[src/rtl/uart_rx.sv]
// rtl/uart_rx.sv - 8-bit MSB-first UART receiver with mid-bit sampling
// Reports good bytes on valid and a low stop bit on frame_err.
module uart_rx #(
   parameter int CLKS_PER_BIT = 10416
) (
   input  logic       clk,
   input  logic       nreset,
   input  logic       rx,
   output logic [7:0] data,
   output logic       valid,
   output logic       frame_err,
   output logic       busy
);
   localparam int TW = $clog2(CLKS_PER_BIT);
   localparam logic [TW-1:0] HALF_LAST = TW'(CLKS_PER_BIT / 2 - 1);
   localparam logic [TW-1:0] BIT_LAST  = TW'(CLKS_PER_BIT - 1);

   typedef enum logic [2:0] {IDLE, START, DATA, STOP, BREAK} state_t;

   state_t        state, state_nxt;
   logic          rx_meta, rx_s;
   logic [TW-1:0] tick, tick_nxt;
   logic [2:0]    bit_idx, bit_idx_nxt;
   logic [7:0]    shift, shift_nxt;
   logic [7:0]    data_nxt;
   logic          valid_nxt, frame_err_nxt;

   always_ff @(posedge clk or negedge nreset) begin
      if (!nreset) begin
         rx_meta <= 1'b1;
         rx_s    <= 1'b1;
      end else begin
         rx_meta <= rx;
         rx_s    <= rx_meta;
      end
   end

   always_ff @(posedge clk or negedge nreset) begin
      if (!nreset) state <= IDLE;
      else         state <= state_nxt;
   end

   always_comb begin
      state_nxt = state;
      case (state)
         IDLE:    if (!rx_s) state_nxt = START;
         START:   if (tick == HALF_LAST) state_nxt = rx_s ? IDLE : DATA;
         DATA:    if (tick == BIT_LAST && bit_idx == 3'd7) state_nxt = STOP;
         STOP:    if (tick == BIT_LAST) state_nxt = rx_s ? IDLE : BREAK;
         BREAK:   if (rx_s) state_nxt = IDLE;
         default: state_nxt = IDLE;
      endcase
   end

   // STOP returns to IDLE at mid-stop-bit so a back-to-back start edge is caught.
   always_comb begin
      tick_nxt      = tick + TW'(1);
      bit_idx_nxt   = bit_idx;
      shift_nxt     = shift;
      data_nxt      = data;
      valid_nxt     = 1'b0;
      frame_err_nxt = 1'b0;
      busy          = (state != IDLE);
      if (state_nxt != state || state == IDLE || state == BREAK ||
          (state == DATA && tick == BIT_LAST))
         tick_nxt = '0;
      case (state)
         START: if (state_nxt == DATA) bit_idx_nxt = 3'd0;
         DATA: begin
            if (tick == BIT_LAST) begin
               shift_nxt[3'd7 - bit_idx] = rx_s;
               bit_idx_nxt = bit_idx + 3'd1;
            end
         end
         STOP: begin
            if (tick == BIT_LAST) begin
               if (rx_s) begin
                  data_nxt  = shift;
                  valid_nxt = 1'b1;
               end else begin
                  frame_err_nxt = 1'b1;
               end
            end
         end
         default: ;
      endcase
   end

   always_ff @(posedge clk or negedge nreset) begin
      if (!nreset) begin
         tick      <= '0;
         bit_idx   <= 3'd0;
         shift     <= 8'h00;
         data      <= 8'h00;
         valid     <= 1'b0;
         frame_err <= 1'b0;
      end else begin
         tick      <= tick_nxt;
         bit_idx   <= bit_idx_nxt;
         shift     <= shift_nxt;
         data      <= data_nxt;
         valid     <= valid_nxt;
         frame_err <= frame_err_nxt;
      end
   end
endmodule

[config.mk]
export PLATFORM = sky130hd
export DESIGN_NAME = uart_rx
export DESIGN_NICKNAME = d
export VERILOG_FILES = /design/src/rtl/uart_rx.sv
export SDC_FILE = /design/constraint.sdc
export NUM_CORES = 1
export LEC_CHECK = 0
export CORE_ASPECT_RATIO = 0.9
export CORE_MARGIN = 1
export CORE_UTILIZATION = 39
export CTS_CLUSTER_SIZE = 30
export DETAILED_ROUTE_END_ITERATION = 16
export GPL_TIMING_DRIVEN = 0
export PLACE_DENSITY = 0.63
export SYNTH_ARGS = -nofsm -noshare
export SYNTH_HDL_FRONTEND = slang
export SYNTH_SLANG_ARGS = --single-unit
export TNS_END_PERCENT = 1
[constraint.sdc]
create_clock -name clk -period 3.1 [get_ports clk]
set_input_delay 0.62 -clock clk [delete_from_list [all_inputs] [get_ports clk]]
set_output_delay 0.62 -clock clk [all_outputs]
set_load 0.01 [all_outputs]
==> flow_metrics.env <==
export IMPL_outcome="finished, final reports clean"
export IMPL_syn_to_final_growth_pct=14.97
export IMPL_critPathCaptureType="output port"
export IMPL_hpwl_mm=2.633
export IMPL_rr_startpoint="tick[0]"
export IMPL_crit_cells=3
export IMPL_hp_class="reg2reg"
export IMPL_htreeDepth=2
export IMPL_final_area_um2=2258
export IMPL_post_synth_top_area_cell="dfrtp_1"
export IMPL_layout_drive_gt1_share=0.2147
export IMPL_holdWs_ps=360.4
export IMPL_async_flop_share=1.000
export IMPL_finalSetupTns_ps=0
export IMPL_relSlewSlack=0.4170
export IMPL_antenna_cells=0
export IMPL_drcViolationCount=0
export IMPL_dr_pass1_iters=4
export IMPL_core_um2=4835
export IMPL_reg2reg_to="shift[5]"
export IMPL_p_leak_nw=0.9863
export IMPL_preCtsSetupSlack_ps=1061
export IMPL_placed_cell_area_um2=2171
export IMPL_io_pin_count=14
export IMPL_ys_flop_type="dfrtp_1"
export IMPL_cts_buffers=5
export IMPL_synth_edf_count=0
export IMPL_grt_pass1_wl_mm=6.423
export IMPL_clkTransAtPathRegs_ps=80
export IMPL_yosysMostFrequentCell="dfrtp_1"
export IMPL_grt_max_degree=41
export IMPL_fmax_mhz=423.1
export IMPL_max_stage_delay_ps=490
export IMPL_synth_area_leaders="dfrtp_1 48%, mux2_4 6.1%, mux2_2 4.6%, nor3_1 3.6%, nor4_1 3.2%"
export IMPL_timing_final_crit_share=0.7624
export IMPL_avgSynthCellArea_um2=11.56
export IMPL_yosys_top_cells_count="38 x dfrtp_1, 14 x nor3_1, 13 x nand2_1"
export IMPL_cts_hold_buf=0
export IMPL_clkSinkCount=40
export IMPL_startpoint="state[1]"
export IMPL_p_total_w=0.0008760
export IMPL_fin_ws_ps=736.5
export IMPL_syn_inst=170
export IMPL_ff2ff_path_depth=5
export IMPL_num_rows=24
export IMPL_drt_total_wl_mm=3.683
export IMPL_drt_iter0_drc=101
export IMPL_critPathTopFamily="buffers and inverters"
export IMPL_post_route_min_period_ps=2364
export IMPL_drv_cap=0
export IMPL_critical_path_max_fanout=10
export IMPL_rsz0062_at_grt="false"
export IMPL_grt_pass1_vias=1411
export IMPL_crit_required_ps=2480
export IMPL_port_buffers=13
export IMPL_reg2reg_slack_ps=1080
export IMPL_critPathCapture="busy"
export IMPL_cts_tree="built"
export IMPL_die_area_um2=5325
export IMPL_clk_path_buf_depth=2
export IMPL_overflow=0
export IMPL_power_density_nw_per_um2=387.9
export IMPL_dieHeight_um=69.33
export IMPL_gp_congestion=0.8534
export IMPL_ys_seq_area_frac=0.5108
export IMPL_drt_vias_per_instance=5.332
export IMPL_cp_arrival_ps=1740
export IMPL_netlist_area_um2=1964
export IMPL_skew_ps=8.954
export IMPL_clk_root_buffer_cell="clkbuf_8"
export IMPL_num_vias=1365
export IMPL_drv_slew=0
export IMPL_worstMarginPinSlew_ps=874.5
export IMPL_crit_chain="clkbuf_1, or3_1, clkdlybuf4s50_1"
export IMPL_grtUsageTotal=0.1565
export IMPL_clock_latency_ps=290
export IMPL_syn_nets=176
export IMPL_antenna_found_initial=0
export IMPL_start_util=0.4063
export IMPL_timing_critical_path_slowest_stage_cell="clkdlybuf4s50_1"
export IMPL_synth_warnings=0
export IMPL_cp_num_buf_inv=2
export IMPL_ctsResizeCount=0
export IMPL_yosysUniqueCellTypes=43
export IMPL_setup_viol_count_final=0
export IMPL_timing_hold_violations_final=0
export IMPL_worst_ir_drop_vdd_v=0.0001585
export IMPL_ys_seq_elements=40
export IMPL_routedWlPerCell_um=14.39
export IMPL_synth_top_area_frac=0.4841
export IMPL_worstSetupPathType="reg2out"
export IMPL_fin_nets=196
export IMPL_ant_nets=0
export IMPL_cp_start_kind="flop"
export IMPL_fp_dieW_um=76.81
export IMPL_post_cts_buffers=0
-- per-layer routing --
metal,share of wire,vias to the layer above,track usage
met2,0.45,25,0.2480
met5,0,-,0
met4,0.015,0,0.06410
li1,-,657,-
met3,0.042,6,0.05921
met1,0.49,677,0.1913
-- report_power, final --
| group | total, W | internal [W] | switching [W] | leakage [nW] |
|---|---|---|---|---|
| Clock | 0.000337 | 0.000157 | 0.000180 | 0.0479 |
| Sequential | 0.000525 | 0.000524 | 0.00000102 | 0.537 |
| Combinational | 0.0000142 | 0.00000228 | 0.0000119 | 0.401 |
| Total | 0.000876 | 0.000683 | 0.000193 | 0.986 |
-- logic make-up (layout without fill, tap and decap cells) --
family	after synthesis	after routing	share of synthesized area
AO/OA/AOI/OAI	10	10	0.03695
XOR/XNOR	11	11	0.04904
adder cells (fa/ha/maj)	3	3	0.01911
buffers and inverters	12	33	0.02930
flip-flops	40	40	0.5108
multiplexers	18	18	0.1172
AND/OR/NAND/NOR	76	76	0.2376
-- final cells by class --
class | count | area [um2]
Fill cell | 431 | 2576
Sequential cell | 40 | 1003
Multi-Input combinational cell | 118 | 903.4
Timing Repair Buffer | 13 | 125.1
Tap cell | 65 | 81.33
Clock buffer | 5 | 68.82
Buffer | 6 | 35.03
Inverter | 6 | 22.52
Clock inverter | 3 | 18.77
-- flip-flops by register name, indices dropped and copies added, names as in the netlist --
| register | cells |
|---|---|
| frame_err | 1 |
| state | 3 |
| data | 8 |
| rx_s | 1 |
| bit_idx | 3 |
| shift | 8 |
| valid | 1 |
| rx_meta | 1 |
| tick | 14 |
-- stage by stage --
step,util,std cells
3_3_place_gp,0.4501,248
4_1_cts,0.4671,256
6_report,0.4671,256
5_1_grt,0.4671,256
2_1_floorplan,-,170
3_5_place_dp,0.4490,248
-- how the worst min path moves through the flow --
stage | start | to | slack (ps) | depth (start not counted)
4_1_cts | rx_meta | rx_s | 360 | 0
6_report | rx_meta | rx_s | 360 | 0
5_1_grt | rx_meta | rx_s | 370 | 0
3_5_place_dp | rx_meta | rx_s | 350 | 0
2_1_floorplan | nreset | bit_idx[0] | 320 | 0
3_3_place_gp | rx_meta | rx_s | 350 | 0
-- cells in the final DEF (no fill, tap or decap), types with 2 or more instances in the layout --
cell             synthesis  final
dfrtp_1                 38     38
nor3_1                  14     14
nand2_1                 13     13
clkdlybuf4s50_1          0     12
nor4_1                  10     10
mux2_4                   8      8
mux2_2                   8      8
inv_1                    6      6
nor2_1                   6      6
xnor2_1                  6      6
nand4_1                  5      5
nand3_1                  5      5
xor2_1                   5      5
clkbuf_8                 0      5
and3_1                   4      4
clkbuf_1                 3      3
or3_1                    3      3
ha_1                     3      3
buf_2                    1      2
nand2b_1                 2      2
and4bb_2                 2      2
o21ai_0                  2      2
a31o_2                   2      2
mux2i_1                  2      2
clkinv_2                 0      2
dfstp_2                  2      2
Power figures use the tool's default switching activity.
